File: config.mk
export PLATFORM = sky130hd
export DESIGN_NAME = hazard_unit
export DESIGN_NICKNAME = d
export VERILOG_FILES = /design/src/rtl/hazard_unit_pkg.sv /design/src/rtl/hazard_unit_load_use_detect.sv /design/src/rtl/hazard_unit.sv
export SDC_FILE = /design/constraint.sdc
export NUM_CORES = 1
export LEC_CHECK = 0
export CAP_MARGIN = 20
export CORE_AREA = 8 8 45 47
export CTS_CLUSTER_DIAMETER = 40
export CTS_CLUSTER_SIZE = 30
export DETAILED_ROUTE_END_ITERATION = 7
export DIE_AREA = 0 0 53 55
export PLACE_DENSITY = 0.67
export SYNTH_ARGS = -nofsm -noshare
export SYNTH_HDL_FRONTEND = slang
export SYNTH_HIERARCHICAL = 1
export SYNTH_SLANG_ARGS = --single-unit
export TNS_END_PERCENT = 50
File: constraint.sdc
create_clock -name CLK -period 2.6 [get_ports CLK]
set_clock_uncertainty 0.05 [all_clocks]
set_input_delay 0.52 -clock CLK [delete_from_list [all_inputs] [get_ports CLK]]
set_output_delay 0.52 -clock CLK [all_outputs]
set_load 0.005 [all_outputs]
File: src/rtl/hazard_unit_pkg.sv
// Shared encodings for the ID-stage hazard unit and the forwarding unit.
package hazard_unit_pkg;

    localparam int REG_W_DFLT = 5;

    typedef enum logic [1:0] {
        ADDR_PC4    = 2'b00,
        ADDR_JUMP   = 2'b01,
        ADDR_BRANCH = 2'b10
    } addrSel_e;

    typedef enum logic {
        NO_HAZ    = 1'b0,
        BRANCH_EX = 1'b1
    } hazState_e;

endpackage

File: src/rtl/hazard_unit_load_use_detect.sv
// Load-use comparator: flags a load in EX whose destination feeds the ID instruction.
module load_use_detect
    import hazard_unit_pkg::*;
#(
    parameter int REG_W = REG_W_DFLT
) (
    input  logic [REG_W-1:0] idRs,
    input  logic [REG_W-1:0] idRt,
    input  logic             idUseShamt,
    input  logic             idUseImmed,
    input  logic             idMemWrite,
    input  logic             exMemRead,
    input  logic [REG_W-1:0] exRw,
    output logic             loadHaz
);

    logic rsHit;
    logic rtHit;

    // Stores read Rt as data even though they also use an immediate.
    assign rsHit   = (exRw == idRs) && !idUseShamt;
    assign rtHit   = (exRw == idRt) && (!idUseImmed || idMemWrite);
    assign loadHaz = exMemRead && (exRw != '0) && (rsHit || rtHit);

endmodule

File: src/rtl/hazard_unit.sv
// ID-stage hazard/control-flow sequencer: load-use stalls, jump and branch penalties.
// Optional stall counter enabled by defining HAZARD_STALL_COUNT_EN.
//
//   state     | meaning
//   NO_HAZ    | normal flow; load-use, branch in ID and jump in IF evaluated
//   BRANCH_EX | branch resolving in EX, ID holds a nop
module hazard_unit
    import hazard_unit_pkg::*;
#(
    parameter int REG_W = REG_W_DFLT
`ifdef HAZARD_STALL_COUNT_EN
    , parameter int CNT_W = 16
`endif
) (
    input  logic             CLK,
    input  logic             Reset,
    input  logic             IF_Jump,
    input  logic             ID_Branch,
    input  logic [REG_W-1:0] ID_Rs,
    input  logic [REG_W-1:0] ID_Rt,
    input  logic             ID_UseShamt,
    input  logic             ID_UseImmed,
    input  logic             ID_MemWrite,
    input  logic             EX_MemRead,
    input  logic [REG_W-1:0] EX_Rw,
    input  logic             EX_BranchTaken,
    output logic             PC_Write,
    output logic [1:0]       AddrSel,
    output logic             IF_Write,
    output logic             IF_Flush,
    output logic             Bubble
`ifdef HAZARD_STALL_COUNT_EN
    , output logic [CNT_W-1:0] StallCount
`endif
);

    hazState_e state;
    hazState_e nextState;
    logic      loadHaz;

    load_use_detect #(.REG_W(REG_W)) uLoadUse (
        .idRs       (ID_Rs),
        .idRt       (ID_Rt),
        .idUseShamt (ID_UseShamt),
        .idUseImmed (ID_UseImmed),
        .idMemWrite (ID_MemWrite),
        .exMemRead  (EX_MemRead),
        .exRw       (EX_Rw),
        .loadHaz    (loadHaz)
    );

    always_ff @(posedge CLK) begin
        if (Reset) state <= NO_HAZ;
        else       state <= nextState;
    end

    always_comb begin
        nextState = NO_HAZ;
        PC_Write  = 1'b1;
        AddrSel   = ADDR_PC4;
        IF_Write  = 1'b1;
        IF_Flush  = 1'b0;
        Bubble    = 1'b0;
        if (Reset) begin
            IF_Flush = 1'b1;
            Bubble   = 1'b1;
        end else begin
            case (state)
                NO_HAZ: begin
                    if (loadHaz) begin
                        PC_Write = 1'b0;
                        IF_Write = 1'b0;
                        Bubble   = 1'b1;
                    end else if (ID_Branch) begin
                        PC_Write  = 1'b0;
                        IF_Flush  = 1'b1;
                        nextState = BRANCH_EX;
                    end else if (IF_Jump) begin
                        AddrSel  = ADDR_JUMP;
                        IF_Flush = 1'b1;
                    end
                end
                BRANCH_EX: begin
                    // PC still holds branch+4, so a not-taken branch just resumes.
                    if (EX_BranchTaken) begin
                        AddrSel  = ADDR_BRANCH;
                        IF_Flush = 1'b1;
                    end else if (IF_Jump) begin
                        AddrSel  = ADDR_JUMP;
                        IF_Flush = 1'b1;
                    end
                end
                default: nextState = NO_HAZ;
            endcase
        end
    end

`ifdef HAZARD_STALL_COUNT_EN
    always_ff @(posedge CLK) begin
        if (Reset)          StallCount <= '0;
        else if (!PC_Write) StallCount <= StallCount + CNT_W'(1);
    end
`endif

endmodule

==> flow_summary.ini <==
[global_route]
track_usage_pct = 6.44
grt_pass1_vias = 389
grt_pass1_wl_um = 1520
grt_start_max_net_pins = 8
antenna_found_initial = 0
grt_overflow = 0

[synth]
synth_edf_count = 0
ys_seq_area_share_pct = 8.29
synth_common_cells = xnor2_1 (5), xor2_1 (5), nor2_1 (3)
ys_ff_latch = 1
synth.top_cell.area_share_pct = 18.1
synth.avg_cell_area_um2 = 7.10
syn_nets = 58
syn_area_um2 = 241
synth_area_leader_cell = xnor2_1
ys_warn_count = 6
ys_top_cells_by_area = xnor2_1 (18%), xor2_1 (18%), dfxtp_1 (8.3%)
ys.flop_type = dfxtp_1
ys_async_sr_fraction_pct = 0
synthCells = 34
ys_types = 19

[final_layout]
drive_above_1_share_pct = 29.9
regMostFlops = state
fin_area_um2 = 584
nets = 93
syn_to_final_growth_pct = 142
fin_cells = 83
antenna_cells = 0
biggestRegsByFlops = state (1)
fillers = 162
largest_register_ffs = 1

[critical_path]
end_kind = output pin
worst-endpoint-required_ns = 2.03
path_cells = clkbuf_2 -> or4_4 -> o21ai_2 -> a21oi_2 -> or3_1 -> a21oi_2 -> buf_2
crit_top_cell = a21oi_2
worst-path-max-fanout = 2
cp_slowest_stage_delay_ns = 0.53
crit_slowest_cell = or4_4
critical_path_arrival_ns = 1.98
critPathKind = primary input to output pin
path_delay_family = simple AND/OR/NAND/NOR gates
worst_setup_path_start_kind = primary input
crit_buf_inv = 2

[placement]
globalplace.congestion = 0.633
placed_cell_area_um2 = 582
numPortBuffers = 29
preCtsSetupSlack_ns = -0.725
place_hpwl_um = 866
place_inst = 83

[sta]
period_share_pct = 98.0
relSlewSlack_pct = 85.0
fin_setup_tns_ns = 0
drv_slew = 0
finalCriticalPeriod_ns = 2.55
hold_violations = 0
fin_ws_ns = 0.0515
max_freq_ghz = 0.392
tightestPinTransition_ns = 0.221
setup_viol = 0

[floorplan]
top_level_ports = 30
initial_core_util_pct = 17.5
die_width_um = 53
core_um2 = 1380
die_h_um = 55
die_area_um2 = 2920
fp-row-count = 14

[power_and_ir_drop]
irDropWorstVdd_mv = 0.0833
power_frac_comb_pct = 80.6
total_power_uw = 93.7
clock_power_share_pct = 0
p_seq_share_pct = 19.4
cellLeakagePower_uw = 0.000271
swShare_pct = 30.5
p_switching_uw = 28.6
power.density_nw_per_um2 = 160
p_int_uw = 65.1

[clocking]
clkTransAtPathRegs_ns = 0
post_cts_buffers = 0
ctsHoldBuffers = 0
clk_latency_ns = 0

[routing]
ant_nets = 0
dr.first_iter.drc_count = 1
drc = 0
post_drt_via_cell_ratio = 4.29
post_drt_wl_per_cell_um = 12.0
route.vias.total = 356
route.final.wire_length_um = 995
dr.pass1.iters = 2

[run]
max-cap-violations = 0

[min_path]
hp-class = register to register

[outcome]
outcome = complete, no violations
-- timing repair --
action,in CTS,in global routing
pin swaps,11,9
resized for setup,42,11
endpoints found under the setup margin,5,5
-- placed cells by master (no fill, tap or decap) --
cell type         n
nand3_1           1
dlygate4sd2_1     5
xnor2_2           2
or2b_1            1
buf_4             2
inv_1             1
buf_6             2
buf_2             6
a21o_1            1
o21ai_2           1
o21ai_1           1
or4_4             1
xor2_1            5
xnor2_1           3
nor4b_1           1
dlymetal6s2s_1    4
nor4_2            1
nand2_1           2
a22oi_1           1
or3_1             2
nand4_1           1
dfxtp_1           1
clkdlybuf4s50_1  11
nor2_1            3
nand2b_1          2
clkbuf_2          3
a21oi_2           2
mux2i_1           1
-- final cells by class --
type / instances / area (µm²) / share of cell area (%)
timing repair buffer: 33 / 287 / 49.0
multi-input combinational: 32 / 254 / 43.5
sequential: 1 / 20.0 / 3.43
tap: 16 / 20.0 / 3.43
inverter: 1 / 3.75 / 0.642
-- per-layer routing --
metal / GRT usage, % / part of all wire, % / vias up
met5: 0 / 0 / -
met4: 0 / 0 / 0
met3: 3.74 / 15 / 0
met2: 11.5 / 50 / 20
met1: 6.81 / 35 / 150
li1: - / - / 186
-- power by group through the flow --
stage | Sequential (µW) | Combinational [µW] | Clock, µW
floorplan | 17.9 | 22.9 | 0
global placement | 18.2 | 77.0 | 0
detailed placement | 18.2 | 78.0 | 0
CTS | 18.2 | 76.6 | 0
global route | 18.5 | 82.2 | 0
finish | 18.2 | 75.5 | 0
-- worst paths after layout --
check	depth (start not counted)	startpoint	slack (ns)	endpoint
worst min register to register	1	state	0.49	state
worst max register to register	1	state	1.87	state
worst max-delay path	7	EX_Rw[4]	0.05	AddrSel[0]
worst min-delay path	1	state	0.49	state
-- logic make-up after synthesis --
family,count (synthesis),share of synthesized area [%]
XOR/XNOR,10,36.3
multiplexers,1,4.15
buffers and inverters,1,1.55
AO/OA/AOI/OAI,6,14.5
flip-flops,1,8.29
AND/OR/NAND/NOR,15,35.2
-- through the flow --
step,util [%],hold slack (ns)
finish,42.2,0.488
global route,42.2,0.546
CTS,42.2,0.493
detailed placement,42.0,0.493
global placement,42.0,0.495
floorplan,-,0.454
(Power assumes the default switching activity.)
